File: config.mk
export PLATFORM = sky130hd
export DESIGN_NAME = multu
export DESIGN_NICKNAME = d
export VERILOG_FILES = /design/src/rtl/mdu_pkg.sv /design/src/rtl/multu.sv
export SDC_FILE = /design/constraint.sdc
export NUM_CORES = 1
export LEC_CHECK = 0
export BUFFER_PORTS_ARGS = -buffer_cell sky130_fd_sc_hd__clkbuf_2
export CAP_MARGIN = 20
export CORE_MARGIN = 2
export CORE_UTILIZATION = 59
export DETAILED_ROUTE_END_ITERATION = 7
export PLACE_DENSITY = 0.81
export SYNTH_ARGS = -nofsm -noshare
export SYNTH_HDL_FRONTEND = slang
export SYNTH_SLANG_ARGS = --single-unit
File: constraint.sdc
create_clock -name clock -period 3.2 [get_ports clock]
set_input_delay 0.96 -clock clock [delete_from_list [all_inputs] [get_ports clock]]
set_output_delay 0.96 -clock clock [all_outputs]
set_load 0.1 [all_outputs]
File: src/rtl/mdu_pkg.sv
// Shared definitions for the execute-stage multiply/divide units.
package mdu_pkg;

   localparam int unsigned MDU_WIDTH = 32;
   localparam int unsigned MUL_CNT_W = $clog2(MDU_WIDTH);

   typedef enum logic [1:0] {
      IDLE = 2'd0,
      RUN  = 2'd1,
      FIX  = 2'd2
   } mul_state_t;

endpackage

File: src/rtl/multu.sv
// Sequential shift-add multiplier for MULT/MULTU: one partial-product step per cycle,
// then a final sign fix-up. Same start/busy/ready handshake as the divider.
module multu
   import mdu_pkg::*;
#(
   parameter int unsigned WIDTH = MDU_WIDTH
) (
   input  logic                 clock,
   input  logic                 reset,
   input  logic                 start,
   input  logic                 is_signed,
   input  logic [WIDTH-1:0]     a,
   input  logic [WIDTH-1:0]     b,
   output logic [2*WIDTH-1:0]   z,
   output logic                 busy,
   output logic                 ready
);

   localparam int unsigned CntW = $clog2(WIDTH);

   mul_state_t           r_state;
   logic [WIDTH-1:0]     r_mcand;
   logic [WIDTH-1:0]     r_mplier;
   logic [WIDTH-1:0]     r_acc_hi;
   logic [CntW-1:0]      r_count;
   logic                 r_neg;
   logic [2*WIDTH-1:0]   r_z;
   logic                 r_busy;
   logic                 r_ready;

   logic [WIDTH-1:0]     w_a_mag;
   logic [WIDTH-1:0]     w_b_mag;
   logic [WIDTH:0]       w_sum;
   logic [2*WIDTH-1:0]   w_prod;
   logic [2*WIDTH-1:0]   w_prod_neg;

   // Magnitude of the most negative value is itself, which is correct as unsigned.
   assign w_a_mag = (is_signed && a[WIDTH-1]) ? (~a + WIDTH'(1)) : a;
   assign w_b_mag = (is_signed && b[WIDTH-1]) ? (~b + WIDTH'(1)) : b;

   assign w_sum      = {1'b0, r_acc_hi} + (r_mplier[0] ? {1'b0, r_mcand} : '0);
   // Low product bits shift into the multiplier register as it empties.
   assign w_prod     = {r_acc_hi, r_mplier};
   assign w_prod_neg = ~w_prod + (2*WIDTH)'(1);

   always_ff @(posedge clock) begin
      if (reset) begin
         r_state  <= IDLE;
         r_mcand  <= '0;
         r_mplier <= '0;
         r_acc_hi <= '0;
         r_count  <= '0;
         r_neg    <= 1'b0;
         r_z      <= '0;
         r_busy   <= 1'b0;
         r_ready  <= 1'b0;
      end else begin
         r_ready <= 1'b0;
         case (r_state)
            IDLE: begin
               if (start) begin
                  r_mcand  <= w_a_mag;
                  r_mplier <= w_b_mag;
                  r_neg    <= is_signed & (a[WIDTH-1] ^ b[WIDTH-1]);
                  r_acc_hi <= '0;
                  r_count  <= '0;
                  r_busy   <= 1'b1;
                  r_state  <= RUN;
               end
            end
            RUN: begin
               r_acc_hi <= w_sum[WIDTH:1];
               r_mplier <= {w_sum[0], r_mplier[WIDTH-1:1]};
               r_count  <= r_count + CntW'(1);
               if (r_count == CntW'(WIDTH - 1)) begin
                  r_state <= FIX;
               end
            end
            FIX: begin
               r_z     <= r_neg ? w_prod_neg : w_prod;
               r_ready <= 1'b1;
               r_busy  <= 1'b0;
               r_state <= IDLE;
            end
            default: begin
               r_busy  <= 1'b0;
               r_state <= IDLE;
            end
         endcase
      end
   end

   assign z     = r_z;
   assign busy  = r_busy;
   assign ready = r_ready;

endmodule

Word level (Yosys, flattened, before mapping)

Index checks and enable logic that the tools add are counted.

Register bits after elaboration: 170
Bits of input ports: 68
Output and inout bits: 66

Add/subtract/negate cells: 5
Eq/ne operators: 5
Multiplexer cells: 16
Bitwise logic cells: 6
Reductions and logical operators: 8

Operator list:

| operator                                       | number |
|---|---|
| 2-to-1 mux 32 bit                              | 5 |
| case mux 32 bit (2 select lines)               | 2 |
| adder 32 x 1 -> 32 bit (second input constant) | 2 |
| adder 64 x 1 -> 64 bit (second input constant) | 1 |
| 2-to-1 mux 64 bit                              | 1 |
| NOT 32 bit                                     | 2 |
| NOT 64 bit                                     | 1 |
| adder 32 x 32 -> 33 bit                        | 1 |
| case mux 5 bit (2 select lines)                | 1 |
| AND reduction 2 bit                            | 4 |
| adder 5 x 1 -> 5 bit (second input constant)   | 1 |
| == test 5 bit (second input constant)          | 1 |
| 2-to-1 mux 5 bit                               | 1 |
| 2-to-1 mux 2 bit                               | 2 |
| != test 2 bit (second input constant)          | 2 |
| case mux 2 bit (2 select lines)                | 1 |
| == test 2 x 1 -> 1 bit (second input constant) | 1 |
| == test 2 bit (second input constant)          | 1 |
| logical AND 1 bit                              | 2 |
| logical NOT 2 bit                              | 1 |
| 2-to-1 mux 1 bit                               | 2 |
| case mux 1 bit (2 select lines)                | 1 |
| nonzero test 2 bit                             | 1 |
| bitwise AND 1 bit                              | 1 |
| other kinds (2)                                | 2 |

Depth between registers and ports, before layout

Depth in word-level cells: 5
Mapped depth: 12

Worst setup path before layout

Ideal clock, no wire load.

Path kind: input to register
Start: input a[22]
End: register r_mcand[29]
Arrival: 2.893 ns
Data required time: 3.114 ns
Slack: 0.222 ns
Stages on the path: 6
Path buffers: 0
Cells stage by stage: or4_1 -> or3_1 -> or4_1 -> o31a_1 -> xnor2_1 -> a211oi_1

Word-level cells in the longest chain between the ends: 3

RTL lines:

| what                   | RTL line    | source |
|---|---|---|
| start, declared        | multu.sv:12 | `input logic [WIDTH-1:0] a,` |
| NOT 32 bit             | multu.sv:38 | `assign w_a_mag = (is_signed && a[WIDTH-1]) ? (~a + WIDTH'(1)) : a;` |
| adder 32 x 1 -> 32 bit | multu.sv:38 |  |
| 2-to-1 mux 32 bit      | multu.sv:38 |  |
| end signal, assigned   | multu.sv:62 | `r_mcand <= w_a_mag;` |
| end, declared          | multu.sv:22 | `logic [WIDTH-1:0] r_mcand;` |

Every way passes these cells.
A chain may end at the register's enable or synchronous reset.

Worst setup path in the final report

Start: register r_mplier[25]
End: register r_z[52] (netlist: z[52])

Word-level cells in the longest chain between the ends: 3

RTL lines:

| what                   | RTL line    | source |
|---|---|---|
| start, declared        | multu.sv:23 | `logic [WIDTH-1:0] r_mplier;` |
| start signal, assigned | multu.sv:63 | `r_mplier <= w_b_mag;` |
| start signal, assigned | multu.sv:73 | `r_mplier <= {w_sum[0], r_mplier[WIDTH-1:1]};` |
| NOT 64 bit             | multu.sv:44 | `assign w_prod_neg = ~w_prod + (2*WIDTH)'(1);` |
| adder 64 x 1 -> 64 bit | multu.sv:44 |  |
| 2-to-1 mux 64 bit      | multu.sv:80 | `r_z <= r_neg ? w_prod_neg : w_prod;` |
| end signal, assigned   | multu.sv:80 |  |
| end, declared          | multu.sv:27 | `logic [2*WIDTH-1:0] r_z;` |

Every way passes these cells.

==> metrics <==
CTS Buf Count=17; vias in the first global route=8937; pin count of the biggest net entering global routing=~120; top cell type's share of synthesized area=0.3231; max_cap viols=0; initial antenna violation count=0; 1st-iter DRT viols=approximately 940; Hold Path Class=reg -> reg; Critical Path Fanout Max=4; Crit path required time=3.55 ns; insertion delay to the later sink of the worst-skew pair=0.44 ns; # nets final=1570; clock sink count=170; PortBufs=133; Worst-Margin Slew=0.7993 ns; GR Overflow Total=0; DPL Wire Length=21.50 mm; leading area contributor after synthesis=dfxtp_1; Die Ht=roughly 140 um; PwrDens=417.3 nW/um^2; crit path DAT=3.45 ns; Resize count post-CTS=0; cell area after layout=between 10000 and 15000 sq um; share of cells above drive strength 1=0.1659; Slew Limit Fails=0; CTS Buffer Depth=2; setup bufs post-CTS=0; CP Launch Type=register; Wirelength per Cell=16.63 um; IR drop worst, VDD=0.0003878 V; Hold Vio Cnt, Final=0; GRT Resource Usage Total=0.3010; most frequent cells after synthesis=170 x dfxtp_1, 144 x nor2_1, 119 x nand2_1; Die ar.=18940 sq um; Worst Setup End Kind=register; Setup WS post-layout=slightly below 0.1 ns; Post-Syn Area=10530 sq um; first-pass GRT wire length=45.08 mm; via/cell ratio=~6.0; synth warn=0; Ant. Diodes=0; via count=10137; flops & latches, synth=170; starting density of the core=0.6069; row count=48; DP Worst Slack=0.03425 ns; filler instances=1429; clk slew on worst S/H paths=0.06 ns; die width=137.6 um; power consumption=just over 5 mW; Leakage=4.935 nW; Register Area=3405 sq um; Final period util=0.9697; Avg Inst Size Synth=7.867 sq um; TNS Setup=0 ns; post-synthesis cell type count=63; main area contributors after synthesis=dfxtp_1 32%, xor2_1 6.0%, xnor2_1 5.7%, a211oi_1 5.6%, a21oi_1 5.6%; post-layout minimum cycle time=3.103 ns; register area share after synthesis=0.3231; Pre-Repair DR Iteration Count=5; CTS tree=done; Remaining DRCs=0; RSZ-0062 raised after global routing=no; placed cell area=roughly 12000 sq um; status=finished clean; area of the multi-input gates=6731 sq um; CTS Hold Bufs=0; placeable core area=17360 sq um; Post-synth EDFFs=0; Max Clock Freq=0.3223 GHz; CTS root buf=clkbuf_16; most frequent cell after synthesis=dfxtp_1; FFs w/ async S/R, synth=0; Slew HR=0.4658; final RePlAce weighted congestion=0.9393; htree depth=4; Final setup viols=0; final WL=28.30 mm; Layout area overhead=15.67%; CP Class=reg -> reg; Setup Skew=0.009922 ns; syn_nets=1445; Cells after Synth=1339; post-route ant nets=0; I/O pins=between 100 and 150; top_reg_cell synth=dfxtp_1
==> routing by layer <==
| layer | vias to the layer above | GRT usage | part of all wire |
|---|---|---|---|
| met2 | 403 | 0.4356 | 0.41 |
| met3 | 34 | 0.05997 | 0.095 |
| met1 | 4573 | 0.4516 | 0.48 |
| li1 | 5127 | - | - |
| met4 | 0 | 0.08018 | 0.015 |
| met5 | - | 0 | 0 |
==> critical path: stages (launching register included) <==
cell and delay, ns:
dfxtp_1 0.31, or3_1 0.47, nor3_1 0.61, nand4b_1 0.32, or3_1 0.43, or2_1 0.29
o41ai_2 0.27, xor2_1 0.11, a211oi_1 0.22
==> worst paths after layout <==
kind / from / end / slack (ns) / cells after the start
worst max-delay path: r_mplier[25] / z[52] / 0.1 / 8
worst min register to register: r_mcand[11] / r_mcand[11] / 0.45 / 2
worst max register to register: r_mplier[25] / z[52] / 0.1 / 8
worst min-delay path: r_mcand[11] / r_mcand[11] / 0.45 / 2
==> state kept, by name, indices dropped and copies added (netlist names) <==
register,flops
busy,1
r_acc_hi,32
r_count,5
r_mcand,32
r_mplier,32
r_neg,1
r_state,2
ready,1
z,64
==> cell usage in the layout (no fill, tap or decap), types with 4 or more instances in the layout <==
cell type  instances
dfxtp_1          169
nor2_1           142
clkbuf_2         132
nand2_1          119
a21oi_1          117
a211oi_1          79
xor2_1            72
xnor2_1           68
buf_4             57
o21ai_0           46
ha_1              37
nor3_1            36
and2_1            35
nand3_1           34
a22oi_1           30
inv_1             27
o31ai_1           24
or3_1             23
a22o_1            18
clkbuf_16         17
a31oi_1           16
a21o_1            13
or4_1             12
o41ai_1           11
nand4_1           10
nand2b_1           9
nor4_1             9
nor2b_1            8
o22ai_1            8
nand3b_1           7
and3_1             6
or2_2              6
a311oi_1           6
o211ai_1           5
clkinv_2           5
o21bai_1           4
o31a_1             4
==> report_power, final <==
group	total (mW)	switching [mW]	internal, mW
logic	0.900	0.555	0.345
clock network	1.90	0.886	1.02
registers	2.28	0.0857	2.20
==> logic make-up after synthesis <==
family          count (synthesis)  share of synthesized area
simple gates                  479                     0.2214
compound gates                398                     0.2512
flops                         170                     0.3231
xor+xnor                      140                     0.1164
buf+inv                       112                    0.04003
fa+ha+maj                      38                    0.04585
mux                             2                   0.002019
==> final cells by class <==
class                      count  share of cell area
sequential                   170              0.2794
timing repair buffer         191             0.09263
multi-input combinational   1057              0.5525
inverter                      27            0.008318
clock inverter                13            0.007702
clock buffer                  19             0.03635
tap                          225             0.02311
==> through the flow <==
| stage | util | hold WS (ns) | instances |
|---|---|---|---|
| after floorplan | - | 0.4273 | 1339 |
| after global placement | 0.6711 | 0.4362 | 1670 |
| after detailed placement | 0.6711 | 0.4435 | 1670 |
| after CTS | 0.7020 | 0.4509 | 1702 |
| after global routing | 0.7020 | 0.4755 | 1702 |
| final | 0.7020 | 0.4495 | 1702 |
(Power assumes the default switching activity.)
